<file path="src/rtl/example_fig_8_9_str_pkg.sv">
// Shared definitions for the fig 8.9 ASM controller/datapath pair:
// state encoding and the 4-bit ripple incrementer used by the datapath.
package example_fig_8_9_str_pkg;

  localparam int A_W = 4;

  // State codes are fixed; 2'b10 is unused and decodes back to idle.
  typedef enum logic [1:0] {
    S_idle = 2'b00,
    S_1    = 2'b01,
    S_2    = 2'b11
  } state_t;

  // Gate-level style ripple incrementer (a + 1, modulo 16).
  function automatic logic [A_W-1:0] incr4(input logic [A_W-1:0] a);
    logic [A_W-1:0] sum;
    logic           carry;
    carry = 1'b1;
    for (int i = 0; i < A_W; i++) begin
      sum[i] = a[i] ^ carry;
      carry  = a[i] & carry;
    end
    return sum;
  endfunction

endpackage

</file>
<file path="src/rtl/fig_8_9_control.sv">
// Controller for the fig 8.9 ASM chart: state register plus decode of the
// datapath control strobes from state, Start, A[2] and A[3].
module fig_8_9_control
  import example_fig_8_9_str_pkg::*;
(
  input  logic clock,
  input  logic reset_b,
  input  logic Start,
  input  logic A2,
  input  logic A3,
  output logic clr_A_F,
  output logic incr_A,
  output logic set_E,
  output logic clr_E,
  output logic set_F
);

  state_t r_state;
  state_t w_next;

  // State register; synchronous active-low reset forces idle.
  always_ff @(posedge clock) begin
    if (!reset_b) begin
      r_state <= S_idle;
    end else begin
      r_state <= w_next;
    end
  end

  // Next-state and strobe decode; all decisions use the pre-increment A.
  always_comb begin
    w_next  = S_idle;
    clr_A_F = 1'b0;
    incr_A  = 1'b0;
    set_E   = 1'b0;
    clr_E   = 1'b0;
    set_F   = 1'b0;
    case (r_state)
      S_idle: begin
        if (Start) begin
          clr_A_F = 1'b1;
          w_next  = S_1;
        end else begin
          w_next  = S_idle;
        end
      end
      S_1: begin
        incr_A = 1'b1;
        set_E  = A2;
        clr_E  = ~A2;
        w_next = (A2 & A3) ? S_2 : S_1;
      end
      S_2: begin
        set_F  = 1'b1;
        w_next = S_idle;
      end
      default: begin
        // Unused code 2'b10: recover to idle with no datapath action.
        w_next = S_idle;
      end
    endcase
  end

endmodule

</file>
<file path="src/rtl/fig_8_9_datapath.sv">
// Datapath for the fig 8.9 ASM chart: counter A and flags E, F, each a
// D flip-flop bank fed by next-state logic driven from the control strobes.
module fig_8_9_datapath
  import example_fig_8_9_str_pkg::*;
(
  input  logic           clock,
  input  logic           reset_b,
  input  logic           clr_A_F,
  input  logic           incr_A,
  input  logic           set_E,
  input  logic           clr_E,
  input  logic           set_F,
  output logic [A_W-1:0] A,
  output logic           E,
  output logic           F
);

  logic [A_W-1:0] r_A;
  logic           r_E;
  logic           r_F;
  logic [A_W-1:0] w_A_inc;
  logic [A_W-1:0] w_A_d;
  logic           w_E_d;
  logic           w_F_d;

  assign w_A_inc = incr4(r_A);

  // D inputs: at most one strobe per register is active in any cycle.
  always_comb begin
    w_A_d = r_A;
    w_E_d = r_E;
    w_F_d = r_F;
    if (clr_A_F) begin
      w_A_d = '0;
      w_F_d = 1'b0;
    end else begin
      if (incr_A) w_A_d = w_A_inc;
      if (set_F)  w_F_d = 1'b1;
    end
    if (set_E)      w_E_d = 1'b1;
    else if (clr_E) w_E_d = 1'b0;
  end

  // Register bank; reset clears all three registers.
  always_ff @(posedge clock) begin
    if (!reset_b) begin
      r_A <= '0;
      r_E <= 1'b0;
      r_F <= 1'b0;
    end else begin
      r_A <= w_A_d;
      r_E <= w_E_d;
      r_F <= w_F_d;
    end
  end

  assign A = r_A;
  assign E = r_E;
  assign F = r_F;

endmodule

</file>
<file path="src/rtl/example_fig_8_9_str.sv">
// Structural top for the fig 8.9 ASM design: wires controller to datapath.
module example_fig_8_9_str
  import example_fig_8_9_str_pkg::*;
(
  output logic [A_W-1:0] A,
  output logic           E,
  output logic           F,
  input  logic           Start,
  input  logic           clock,
  input  logic           reset_b
);

  logic w_clr_A_F;
  logic w_incr_A;
  logic w_set_E;
  logic w_clr_E;
  logic w_set_F;

  fig_8_9_control u_control (
    .clock   (clock),
    .reset_b (reset_b),
    .Start   (Start),
    .A2      (A[2]),
    .A3      (A[3]),
    .clr_A_F (w_clr_A_F),
    .incr_A  (w_incr_A),
    .set_E   (w_set_E),
    .clr_E   (w_clr_E),
    .set_F   (w_set_F)
  );

  fig_8_9_datapath u_datapath (
    .clock   (clock),
    .reset_b (reset_b),
    .clr_A_F (w_clr_A_F),
    .incr_A  (w_incr_A),
    .set_E   (w_set_E),
    .clr_E   (w_clr_E),
    .set_F   (w_set_F),
    .A       (A),
    .E       (E),
    .F       (F)
  );

endmodule

</file>
<file path="config.mk">
export PLATFORM = sky130hd
export DESIGN_NAME = example_fig_8_9_str
export DESIGN_NICKNAME = d
export VERILOG_FILES = /design/src/rtl/example_fig_8_9_str_pkg.sv /design/src/rtl/fig_8_9_control.sv /design/src/rtl/fig_8_9_datapath.sv /design/src/rtl/example_fig_8_9_str.sv
export SDC_FILE = /design/constraint.sdc
export NUM_CORES = 1
export LEC_CHECK = 0
export CORE_AREA = 2 2 39 41
export CTS_CLUSTER_SIZE = 10
export DETAILED_ROUTE_END_ITERATION = 8
export DIE_AREA = 0 0 41 43
export HOLD_SLACK_MARGIN = 0.05
export PLACE_DENSITY = 0.45
export SLEW_MARGIN = 40
export SYNTH_ARGS = -nofsm -noshare
export SYNTH_HDL_FRONTEND = slang
export SYNTH_SLANG_ARGS = --single-unit
export TNS_END_PERCENT = 30
</file>
<file path="constraint.sdc">
create_clock -name clock -period 2.2 [get_ports clock]
set_input_delay 0.22 -clock clock [delete_from_list [all_inputs] [get_ports clock]]
set_output_delay 0.22 -clock clock [all_outputs]
set_load 0.1 [all_outputs]
</file>
==> results.md <==
- # rows: 14
- Most frequent cells in the layout: 8 x nor2_1, 8 x dfxtp_1, 6 x buf_4, 3 x clkbuf_4
- Pwr dens: 680 mW/mm²
- Synth Warn #: 0
- Initial antenna violation count: 0
- Setup crit start kind: flop
- Fin nets: 52
- Synth Area per Inst: 9.49 µm²
- Count of hold-fix buffers inserted at cts: 0
- M1 GR Usage: 11.0%
- Critical Path End Type: flop
- Final Hold Viols: 0
- Status: finished, final reports clean
- Core Footprint: 0.00138 mm²
- Final Max Slew Viols: 0
- FF-to-FF setup slack: 1000 ps
- Gr ovfl total: 0
- DRT antenna net count: 0
- Peak supply drop: 324 µV
- CTS Buffer Depth: 2
- Fin Setup TNS: 0 ps
- Tightest Pin Transition: between 300 and 400 ps
- Share of cells above drive strength 1: ~22%
- Placer Congestion: between 0.6 and 0.7
- Min Tclk post-route: 1200 ps
- # fillers: 148
- Final setup viols: 0
- Grt peak-use layer: met1
- Total net switching power: 0.0000726 W
- Clk pwr share: 36.4%
- Largest net degree at the start of global routing: 8
- LEAKAGE: 0.191 nW
- Synth Cell Area: 342 µm²
- Met3 GRT Util: 5.24%
- DR WL/cell: 10.0 µm
- Hold path depth: 2
- Vias in the first global route: 251
- CTS resizes: 0
- DIE WIDTH: 41 µm
- Post-synthesis instance total: 36
- Initial Utilization: 24.7%
- Gr usage total: between 8 and 9%
- DR vias: 259
- Die height: 43 µm
- Final wirelength: 612 µm
- CP Class: reg2reg
- Combinational Power Share: 11.9%
- Sequential share of power: 51.7%
- Skew-Pair Late Insertion Delay: about 250 ps
- Router iterations before antenna repair: 3
- Sw frac: about a quarter
- Die ar.: 0.00176 mm²
- CTS clk-pin slew, worst paths: about 60 ps
- # DRC: 0
- Max-cap viol count: 0
- PortBufs: 8
- H-tree Lvls: 1
- Clk_skew: 7.28 ps
- Clock Sinks: 8
- Internal: 0.000222 W
- Global-route wire length before repair: 979 µm
- Placed instance count: 58
- #FFs+latches synth: 8
- Post-CTS Setup Bufs: 0
- Reg2Reg Depth: 5
- # IOs: 9
- CTS Buf Count: 3
- Worst-path maximum fanout: 3
- Via density: approximately 4.2
- Final Cycle Share: 54.5%
- Post-synth cell types: 17
- Sequential element share of the synthesized area: between 40% and 50%
- Antenna cells: 0
- RSZ-0062 raised after global routing: no
- CTS tree: yes
- Synthesized Nets: 41
- Fmax: 834 MHz
- Worst rel slew slack: 79.5%
- Layout area overhead: 27.1%
- CTS Root Cell: clkbuf_4
- Met2 Usage GRT: approximately 10%
- Data arrival, critical path: 1330 ps
- Critical Path RT: roughly 2300 ps
- Cell Count, Final, Fillers Out: 61
- Post-DP HPWL: roughly 470 µm
- 1st-iter DRT viols: 1
- Tightest Hold Check Type: reg2reg
==> critical path: stages, from the launching register on <==
cell and delay [ps]:
dfxtp_1 330, ha_1 210, ha_1 190, nor3b_1 140, o21ai_0 140, a21oi_1 80
==> sequential cells by signal (all words and copies together), names as in the netlist <==
| signal | count |
|---|---|
| u_control.r_state | 2 |
| u_datapath.A | 4 |
| u_datapath.E | 1 |
| u_datapath.F | 1 |
==> layout make-up <==
type / count / area (µm²) / share of cell area, %
Timing Repair Buffer: 8 / 65.1 / 15.0
Sequential cell: 8 / 160 / 36.9
Tap cell: 16 / 20.0 / 4.61
Inverter: 1 / 3.75 / 0.865
Multi-Input combinational cell: 25 / 163 / 37.5
Clock buffer: 3 / 22.5 / 5.19
==> Yosys cell counts <==
cell	instances	area, µm²
a211oi_1	1	7.51
a21oi_1	2	10.0
a22oi_1	2	15.0
buf_4	2	15.0
dfxtp_1	8	160
ha_1	2	25.0
inv_1	1	3.75
mux2i_1	2	20.0
nand2_1	1	3.75
nand2b_1	1	6.26
nand3_1	1	5.00
nor2_1	8	30.0
nor2b_1	1	6.26
nor2b_4	1	13.8
nor3b_1	1	7.51
o21ai_0	1	5.00
o21bai_1	1	7.51
==> per-layer routing <==
layer	wire length, µm	part of all wire, %
met1	300	49
met2	256	42
met3	54	8.8
met4	0	0
met5	0	0
==> path summary, 6_finish.rpt <==
| path | start | end |
|---|---|---|
| min | u_datapath.A[3] | u_control.r_state[1] |
| max reg2reg | u_datapath.A[0] | u_datapath.A[3] |
| max | u_datapath.A[0] | u_datapath.A[3] |
| min reg2reg | u_datapath.A[3] | u_control.r_state[1] |
==> power groups by stage <==
| stage | clock [W] | sequential, W | combinational (W) |
|---|---|---|---|
| final | 0.000107 | 0.000152 | 0.0000352 |
| after CTS | 0.000113 | 0.000152 | 0.0000356 |
| after global placement | 0 | 0.000155 | 0.0000353 |
| after global routing | 0.000121 | 0.000153 | 0.0000378 |
| after detailed placement | 0 | 0.000155 | 0.0000356 |
| after floorplan | 0 | 0.000168 | 0.0000124 |
==> logic make-up after synthesis <==
kind of cell	share of synthesized area, %
and+or+nand+nor	21.2
muxes	5.86
buffers and inverters	5.49
adders and majority gates	7.32
AOI/OAI and AO/OA	13.2
DFF	46.9
==> metrics by stage <==
stage | worst slack (ps) | hold WS, ps | total power (W) | util [%] | cell area, µm²
2_1_floorplan | 386 | 317 | 0.000180 | - | 342
3_3_place_gp | 966 | 477 | 0.000191 | 29.7 | 412
3_5_place_dp | 920 | 490 | 0.000191 | 29.7 | 412
4_1_cts | 992 | 497 | 0.000301 | 31.4 | 434
5_1_grt | 893 | 522 | 0.000312 | 31.4 | 434
6_report | 1000 | 492 | 0.000295 | 31.4 | 434
No activity file was read; power rests on OpenSTA's default activity.
